===== config.mk =====
export PLATFORM = sky130hd
export DESIGN_NAME = multicycle_control_unit_flat
export DESIGN_NICKNAME = d
export VERILOG_FILES = /design/src/rtl/multicycle_control_unit_if.sv /design/src/rtl/multicycle_control_unit.sv /design/src/flat_wrapper.sv
export SDC_FILE = /design/constraint.sdc
export NUM_CORES = 1
export LEC_CHECK = 0
export ABC_AREA = 0
export CAP_MARGIN = 20
export CORE_MARGIN = 2
export CORE_UTILIZATION = 39
export CTS_BUF_LIST = sky130_fd_sc_hd__clkbuf_8
export DETAILED_ROUTE_END_ITERATION = 16
export PLACE_DENSITY = 0.75
export SYNTH_ARGS = -nofsm -noshare
export SYNTH_HDL_FRONTEND = slang
export SYNTH_SLANG_ARGS = --single-unit

===== constraint.sdc =====
create_clock -name clk -period 5.7 [get_ports clk]
set_clock_uncertainty 0.1 [all_clocks]
set_input_delay 1.71 -clock clk [delete_from_list [all_inputs] [get_ports clk]]
set_output_delay 1.71 -clock clk [all_outputs]
set_load 0.02 [all_outputs]

===== src/rtl/multicycle_control_unit_if.sv =====
// Control/status bundle between the multicycle control FSM and the datapath/memory.
interface multicycle_control_unit_if;
  logic [6:0] opcode;
  logic [2:0] funct3;
  logic       funct7_5;
  logic       Zero;
  logic       mem_ready;
  logic       MemReq;
  logic       MemWrite;
  logic       AdrSrc;
  logic       IRWrite;
  logic       PCWrite;
  logic       RegWrite;
  logic [1:0] ResultSrc;
  logic [1:0] ALUSrcA;
  logic [1:0] ALUSrcB;
  logic [2:0] ImmSrc;
  logic [3:0] ALUControl;
  logic       trap;
  logic [3:0] state;

  modport slave (
    input  opcode, funct3, funct7_5, Zero, mem_ready,
    output MemReq, MemWrite, AdrSrc, IRWrite, PCWrite, RegWrite,
           ResultSrc, ALUSrcA, ALUSrcB, ImmSrc, ALUControl, trap, state
  );
  modport master (
    output opcode, funct3, funct7_5, Zero, mem_ready,
    input  MemReq, MemWrite, AdrSrc, IRWrite, PCWrite, RegWrite,
           ResultSrc, ALUSrcA, ALUSrcB, ImmSrc, ALUControl, trap, state
  );
endinterface


===== src/rtl/multicycle_control_unit.sv =====
// Multicycle RV32I-subset control FSM with memory-ready stalls, optional
// per-request wait timeout, and a sticky trap state.
module multicycle_control_unit #(
  parameter int MEM_TIMEOUT = 0,
  parameter int TO_W        = 8
) (
  input  logic                        clk,
  input  logic                        rst,
  multicycle_control_unit_if.slave    bus
);
  typedef enum logic [3:0] {
    S_FETCH = 4'd0, S_DECODE = 4'd1, S_MEMADR = 4'd2, S_MEMREAD = 4'd3,
    S_MEMWB = 4'd4, S_MEMWRITE = 4'd5, S_EXECR = 4'd6, S_EXECI = 4'd7,
    S_ALUWB = 4'd8, S_BRANCH = 4'd9, S_JAL = 4'd10, S_LUI = 4'd11,
    S_TRAP = 4'd12
  } state_t;

  localparam logic [3:0] ALU_ADD = 4'd0, ALU_SUB = 4'd1, ALU_AND = 4'd2,
                         ALU_OR  = 4'd3, ALU_XOR = 4'd4, ALU_SLT = 4'd5,
                         ALU_SLL = 4'd6, ALU_SRL = 4'd7, ALU_SRA = 4'd8;

  localparam logic [6:0] OP_LW = 7'b0000011, OP_SW = 7'b0100011,
                         OP_R  = 7'b0110011, OP_I  = 7'b0010011,
                         OP_BR = 7'b1100011, OP_JAL = 7'b1101111,
                         OP_LUI = 7'b0110111;

  state_t cur, nxt;
  logic [TO_W-1:0] wait_cnt;

  logic       mem_req, mem_write, adr_src, ir_write, pc_write, reg_write, trap_s;
  logic [1:0] result_src, alu_src_a, alu_src_b;
  logic [2:0] imm_src;
  logic [3:0] alu_ctl;

  // Bit 30 only selects SUB for R-type; ADDI carries immediate bits there.
  function automatic logic [3:0] alu_dec(input logic [2:0] f3, input logic f75,
                                         input logic rtype);
    case (f3)
      3'b000:  return (rtype && f75) ? ALU_SUB : ALU_ADD;
      3'b001:  return ALU_SLL;
      3'b010:  return ALU_SLT;
      3'b100:  return ALU_XOR;
      3'b101:  return f75 ? ALU_SRA : ALU_SRL;
      3'b110:  return ALU_OR;
      3'b111:  return ALU_AND;
      default: return ALU_ADD;
    endcase
  endfunction

  always_ff @(posedge clk or posedge rst) begin
    if (rst) cur <= S_FETCH;
    else     cur <= nxt;
  end

  always_comb begin
    nxt        = cur;
    mem_req    = 1'b0;
    mem_write  = 1'b0;
    adr_src    = 1'b0;
    ir_write   = 1'b0;
    pc_write   = 1'b0;
    reg_write  = 1'b0;
    trap_s     = 1'b0;
    result_src = 2'b00;
    alu_src_a  = 2'b00;
    alu_src_b  = 2'b00;
    imm_src    = 3'b000;
    alu_ctl    = ALU_ADD;
    case (cur)
      S_FETCH: begin
        mem_req = 1'b1;
        if (bus.mem_ready) begin
          ir_write   = 1'b1;
          alu_src_b  = 2'b10;
          result_src = 2'b10;
          pc_write   = 1'b1;
          nxt        = S_DECODE;
        end
      end
      S_DECODE: begin
        alu_src_a = 2'b01;
        alu_src_b = 2'b01;
        imm_src   = 3'b010;
        case (bus.opcode)
          OP_LW, OP_SW: nxt = S_MEMADR;
          OP_R:         nxt = S_EXECR;
          OP_I:         nxt = S_EXECI;
          OP_BR:        nxt = S_BRANCH;
          OP_JAL:       nxt = S_JAL;
          OP_LUI:       nxt = S_LUI;
          default:      nxt = S_TRAP;
        endcase
      end
      S_MEMADR: begin
        alu_src_a = 2'b10;
        alu_src_b = 2'b01;
        imm_src   = (bus.opcode == OP_SW) ? 3'b001 : 3'b000;
        nxt       = (bus.opcode == OP_SW) ? S_MEMWRITE : S_MEMREAD;
      end
      S_MEMREAD: begin
        mem_req = 1'b1;
        adr_src = 1'b1;
        if (bus.mem_ready) nxt = S_MEMWB;
      end
      S_MEMWB: begin
        result_src = 2'b01;
        reg_write  = 1'b1;
        nxt        = S_FETCH;
      end
      S_MEMWRITE: begin
        mem_req   = 1'b1;
        mem_write = 1'b1;
        adr_src   = 1'b1;
        if (bus.mem_ready) nxt = S_FETCH;
      end
      S_EXECR: begin
        alu_src_a = 2'b10;
        alu_ctl   = alu_dec(bus.funct3, bus.funct7_5, 1'b1);
        nxt       = S_ALUWB;
      end
      S_EXECI: begin
        alu_src_a = 2'b10;
        alu_src_b = 2'b01;
        alu_ctl   = alu_dec(bus.funct3, bus.funct7_5, 1'b0);
        nxt       = S_ALUWB;
      end
      S_ALUWB: begin
        reg_write = 1'b1;
        nxt       = S_FETCH;
      end
      S_BRANCH: begin
        alu_src_a = 2'b10;
        alu_ctl   = ALU_SUB;
        pc_write  = ((bus.funct3 == 3'b000) &&  bus.Zero) ||
                    ((bus.funct3 == 3'b001) && !bus.Zero);
        nxt       = S_FETCH;
      end
      S_JAL: begin
        alu_src_a = 2'b01;
        alu_src_b = 2'b10;
        imm_src   = 3'b011;
        pc_write  = 1'b1;
        nxt       = S_ALUWB;
      end
      S_LUI: begin
        imm_src    = 3'b100;
        result_src = 2'b11;
        reg_write  = 1'b1;
        nxt        = S_FETCH;
      end
      default: begin
        trap_s = 1'b1;
        nxt    = S_TRAP;
      end
    endcase
    // A late mem_ready on the expiry cycle still completes the request.
    if (MEM_TIMEOUT > 0 && mem_req && !bus.mem_ready &&
        wait_cnt == TO_W'(MEM_TIMEOUT - 1))
      nxt = S_TRAP;
  end

  generate
    if (MEM_TIMEOUT > 0) begin : g_to
      always_ff @(posedge clk or posedge rst) begin
        if (rst)                                         wait_cnt <= '0;
        else if (nxt != cur || bus.mem_ready || !mem_req) wait_cnt <= '0;
        else                                             wait_cnt <= wait_cnt + 1'b1;
      end
    end else begin : g_no_to
      assign wait_cnt = '0;
    end
  endgenerate

  // Reset forces every output low combinationally, not just at the next edge.
  assign bus.MemReq     = !rst && mem_req;
  assign bus.MemWrite   = !rst && mem_write;
  assign bus.AdrSrc     = !rst && adr_src;
  assign bus.IRWrite    = !rst && ir_write;
  assign bus.PCWrite    = !rst && pc_write;
  assign bus.RegWrite   = !rst && reg_write;
  assign bus.trap       = !rst && trap_s;
  assign bus.ResultSrc  = rst ? 2'b00 : result_src;
  assign bus.ALUSrcA    = rst ? 2'b00 : alu_src_a;
  assign bus.ALUSrcB    = rst ? 2'b00 : alu_src_b;
  assign bus.ImmSrc     = rst ? 3'b000 : imm_src;
  assign bus.ALUControl = rst ? 4'b0000 : alu_ctl;
  assign bus.state      = rst ? 4'd0 : cur;
endmodule

===== src/flat_wrapper.sv =====
// flat-port wrapper written by rule: the top's interface ports become plain ports
module multicycle_control_unit_flat 
#(
  parameter int MEM_TIMEOUT = 0,
  parameter int TO_W        = 8
)
  (clk, rst, bus_opcode, bus_funct3, bus_funct7_5, bus_Zero, bus_mem_ready, bus_MemReq, bus_MemWrite, bus_AdrSrc, bus_IRWrite, bus_PCWrite, bus_RegWrite, bus_ResultSrc, bus_ALUSrcA, bus_ALUSrcB, bus_ImmSrc, bus_ALUControl, bus_trap, bus_state);
  multicycle_control_unit_if bus_i ();
  input  logic clk;
  input  logic rst;
  input wire logic [$bits(bus_i.opcode)-1:0] bus_opcode;
  input wire logic [$bits(bus_i.funct3)-1:0] bus_funct3;
  input wire logic [$bits(bus_i.funct7_5)-1:0] bus_funct7_5;
  input wire logic [$bits(bus_i.Zero)-1:0] bus_Zero;
  input wire logic [$bits(bus_i.mem_ready)-1:0] bus_mem_ready;
  output wire logic [$bits(bus_i.MemReq)-1:0] bus_MemReq;
  output wire logic [$bits(bus_i.MemWrite)-1:0] bus_MemWrite;
  output wire logic [$bits(bus_i.AdrSrc)-1:0] bus_AdrSrc;
  output wire logic [$bits(bus_i.IRWrite)-1:0] bus_IRWrite;
  output wire logic [$bits(bus_i.PCWrite)-1:0] bus_PCWrite;
  output wire logic [$bits(bus_i.RegWrite)-1:0] bus_RegWrite;
  output wire logic [$bits(bus_i.ResultSrc)-1:0] bus_ResultSrc;
  output wire logic [$bits(bus_i.ALUSrcA)-1:0] bus_ALUSrcA;
  output wire logic [$bits(bus_i.ALUSrcB)-1:0] bus_ALUSrcB;
  output wire logic [$bits(bus_i.ImmSrc)-1:0] bus_ImmSrc;
  output wire logic [$bits(bus_i.ALUControl)-1:0] bus_ALUControl;
  output wire logic [$bits(bus_i.trap)-1:0] bus_trap;
  output wire logic [$bits(bus_i.state)-1:0] bus_state;
  assign bus_i.opcode = bus_opcode;
  assign bus_i.funct3 = bus_funct3;
  assign bus_i.funct7_5 = bus_funct7_5;
  assign bus_i.Zero = bus_Zero;
  assign bus_i.mem_ready = bus_mem_ready;
  assign bus_MemReq = bus_i.MemReq;
  assign bus_MemWrite = bus_i.MemWrite;
  assign bus_AdrSrc = bus_i.AdrSrc;
  assign bus_IRWrite = bus_i.IRWrite;
  assign bus_PCWrite = bus_i.PCWrite;
  assign bus_RegWrite = bus_i.RegWrite;
  assign bus_ResultSrc = bus_i.ResultSrc;
  assign bus_ALUSrcA = bus_i.ALUSrcA;
  assign bus_ALUSrcB = bus_i.ALUSrcB;
  assign bus_ImmSrc = bus_i.ImmSrc;
  assign bus_ALUControl = bus_i.ALUControl;
  assign bus_trap = bus_i.trap;
  assign bus_state = bus_i.state;
  multicycle_control_unit #(.MEM_TIMEOUT(MEM_TIMEOUT), .TO_W(TO_W)) u_core (.clk(clk), .rst(rst), .bus(bus_i));
endmodule

==> flow_summary_export.csv, run 1 <==
group,metric,value,unit
run_status,outcome,"finished clean",
finish,drive_gt1_share,6.962,%
placed_design,post-dp-hpwl,1.797,mm
synthesis,synthMuxAreaShare,1.141,%
sta,post-route-min-period,5.453,ns
route,vias_per_cell,5.575,
synthesis,synth_area_leaders,"dfrtp_1 11%, nor2b_1 6.4%, nand2_1 6.0%",
global_routing,grt_max_degree,26,
global_routing,grt_pass1_vias,951,
die,start_util,40.43,%
setup_path,cpMostUsedCell,"clkdlybuf4s50_1",
power_and_ir_drop,swShare,48.07,%
die,die_h,51.43,µm
synthesis,ys.flop_type,"dfrtp_1",
die,fp.coreArea,2170,µm²
power_and_ir_drop,cell_internal_pwr,0.1996,mW
synthesis,ys_warn_count,0,
die,die_w,51.43,µm
power_and_ir_drop,power_frac_seq,23.8,%
hold_path,worstHoldPathCells,2,
placed_design,port_buffers,38,
setup_path,path_class,"in -> out",
clocking,cts_root_buf,"clkbuf_8",
synthesis,synthesis.area,877.1,µm²
power_and_ir_drop,vdd_drop_max,0.0001366,V
finish,multi_input_area,690.7,µm²
power_and_ir_drop,power_switching,0.1848,mW
global_routing,grt.met1_usage,23.67,%
hold_path,hp-class,"reg -> reg",
route,vias,1037,
setup_path,end_kind,"primary output",
synthesis,yosys.area_share.simple,48.93,%
sta,maxSlewHeadroom,51.17,%
finish,regMostFlops,"u_core.cur",
finish,antenna-diode-count,0,
setup_path,required,3.89,ns
sta,setup_viol,0,
finish,reg_top3,"u_core.cur x4",
sta,worstMarginPinSlew,0.7324,ns
synthesis,synth-seq-cells,4,
flow_run,drv_cap,0,
setup_path,worstSetupStartpointType,"primary input",
sta,max_freq,0.1834,GHz
clocking,postCtsSetupBuffers,0,
placed_design,pre_cts_slack,0.2502,ns
sta,drv_slew,0,
global_routing,grt_use_total,19.24,%
clocking,cts_sinks,4,
synthesis,async_flop_share,100.0,%
sta,final.setup.tns,0,ns
synthesis,yosysTopAreaCell,"dfrtp_1",
route,drcViolationCount,0,
route,drtPass1Iterations,4,
setup_path,crit_arrival,3.64,ns
clocking,numCtsBuffers,3,
power_and_ir_drop,clkPwrFrac,15.4,%
power_and_ir_drop,pwr-share-comb,60.8,%
synthesis,ys_top_cells_by_count,"14 x nand2_1, 10 x nor3_1, 9 x a21oi_1, 9 x nor2_1, 9 x nor2b_1",
clocking,tritoncts,"yes",
global_routing,grt_pass1_wl,3.974,mm
sta,hold_viol,0,
route,drtIter0Drc,30,
route,totalWireLength,2.379,mm
setup_path,reg2regPathDepth,4,
die,ios,39,
global_routing,met3_usage,2.339,%
synthesis,ys_seq_area_share,11.41,%
synthesis,synth.most_common_cell,"nand2_1",
global_routing,grt_util_met2,34.62,%
setup_path,max_stage_delay,0.65,ns
synthesis,syn_area_per_cell,6.852,µm²
global_routing,grt_remaining_overflow,0,
clocking,insertion_delay,0.22,ns
sta,period_share,95.66,%
clocking,cts_max_level,1,
finish,largest_reg_flops,4,
sta,rsz0062_at_grt,"false",
setup_path,crit_chain,"clkdlybuf4s50_1 -> and4bb_1 -> and4b_1 -> nor2_1 -> nor4_2 -> clkdlybuf4s50_1",
power_and_ir_drop,powerDensity,303.6,nW/µm²
finish,syn2layout_area_growth,44.36,%
clocking,path_clk_slew,0.03,ns
synthesis,synth_compound_area_share,24.68,%
setup_path,cp_max_fo,6,
clocking,cts.hold.buffers_added,0,
synthesis,synthCells,128,
power_and_ir_drop,leakage,0.4397,nW
clocking,clk_path_buf_depth,2,
synthesis,synth_edf_count,0,
finish,regArea,100.1,µm²
synthesis,synth_fa_ha_area_share,0,%
synthesis,synth_top_area_share,11.41,%
placed_design,place_congestion,0.8238,
synthesis,synth_xor_xnor_area_share,3.994,%
global_routing,antenna_found_initial,0,
route,ant_nets,0,
synthesis,synth_cell_type_count,49,
die,fp-row-count,17,
synthesis,synth_top_family_by_area,"simple AND/OR/NAND/NOR gates",
synthesis,syn_nets,143,
sta,timing.final.ws_setup,0.2475,ns
finish,fillers,226,
clocking,cts_resized,0,
route,wl_per_cell,12.79,µm
setup_path,critPathSlowestCell,"clkdlybuf4s50_1",
die,die_area,2645,µm²
finish,fin_nets,175,
global_routing,gr-max-usage-layer,"met2",
## worst max-delay path, delay by kind of cell
| family | cells | cell delay, ns |
|---|---|---|
| and+or+nand+nor | 4 | 0.79 |
| buffers and inverters | 2 | 1.14 |
## power by group through the flow
| stage | Combinational (mW) | Clock (mW) | Sequential (mW) |
|---|---|---|---|
| after floorplan | 0.210 | 0 | 0.0455 |
| after global placement | 0.232 | 0 | 0.0906 |
| after detailed placement | 0.234 | 0 | 0.0909 |
| after CTS | 0.235 | 0.0598 | 0.0902 |
| after global routing | 0.255 | 0.0612 | 0.0974 |
| final | 0.234 | 0.0593 | 0.0914 |
## path summary, 6_finish.rpt
check	startpoint	endpoint	slack [ns]
min	u_core.cur[2]	u_core.cur[3]	0.79
max in group asynchronous	rst	u_core.cur[0]	3.50
min reg2reg	u_core.cur[2]	u_core.cur[3]	0.79
max reg2reg	u_core.cur[0]	u_core.cur[2]	3.88
max	bus_opcode[3]	bus_ImmSrc[0]	0.25
min in group asynchronous	rst	u_core.cur[2]	1.85
## cell usage in the layout (no fill, tap or decap), types with 4 or more instances in the layout
cell type        netlist  final
nor2b_1                9      9
o21ai_0                6      6
nand2b_1               4      4
dfrtp_1                4      4
nand2_1               14     14
nor2_1                 9      9
clkdlybuf4s50_1        0     38
a21oi_1                9      9
nor3_1                10     10
## cells by family after synthesis
family	after synthesis
compound gates	32
flops	4
xor+xnor	4
mux	1
buf+inv	15
simple gates	72
## per-stage QoR
stage	hold WS (ns)	cell area (µm²)	total power, mW	instances	util (%)
3_5_place_dp	0.7770	1225	0.3245	183	56.46
5_1_grt	0.8581	1266	0.4135	186	58.36
2_1_floorplan	0.4951	877.1	0.2555	128	-
6_report	0.7886	1266	0.3844	186	58.36
3_3_place_gp	0.7859	1225	0.3227	183	56.46
4_1_cts	0.7837	1266	0.3846	186	58.36
## layout make-up
cell class,instances,share of cell area [%]
well taps,28,2.767
clock buffers,3,3.261
multi-input cells,109,54.55
repair buffers,39,30.63
flip-flops and latches,4,7.905
inverters,3,0.8893
## metal layers
metal / wire length [µm] / vias to the layer above / part of all wire (%)
li1: - / 529 / -
met1: 1013 / 480 / 43
met2: 1240 / 26 / 52
met3: 109 / 2 / 4.6
met4: 15 / 0 / 0.63
met5: 0 / - / 0
No activity file was read; power rests on OpenSTA's default activity.
==> inputs of run 2 (changes only) <==
--- a/config.mk
+++ b/config.mk
@@ -12,6 +12,7 @@
 export CTS_BUF_LIST = sky130_fd_sc_hd__clkbuf_8
 export DETAILED_ROUTE_END_ITERATION = 16
 export PLACE_DENSITY = 0.75
+export SLEW_MARGIN = 20
 export SYNTH_ARGS = -nofsm -noshare
 export SYNTH_HDL_FRONTEND = slang
 export SYNTH_SLANG_ARGS = --single-unit
==> results of run 2 <==
The final DEF is identical to that of run 1; final timing and power are the same.
==> inputs of run 3 (changes only) <==
--- a/config.mk
+++ b/config.mk
@@ -10,6 +10,7 @@
 export CORE_MARGIN = 2
 export CORE_UTILIZATION = 39
 export CTS_BUF_LIST = sky130_fd_sc_hd__clkbuf_8
+export CTS_CLUSTER_SIZE = 16
 export DETAILED_ROUTE_END_ITERATION = 16
 export PLACE_DENSITY = 0.75
 export SLEW_MARGIN = 20
==> results of run 3 <==
The final DEF is identical to that of run 1; final timing and power are the same.
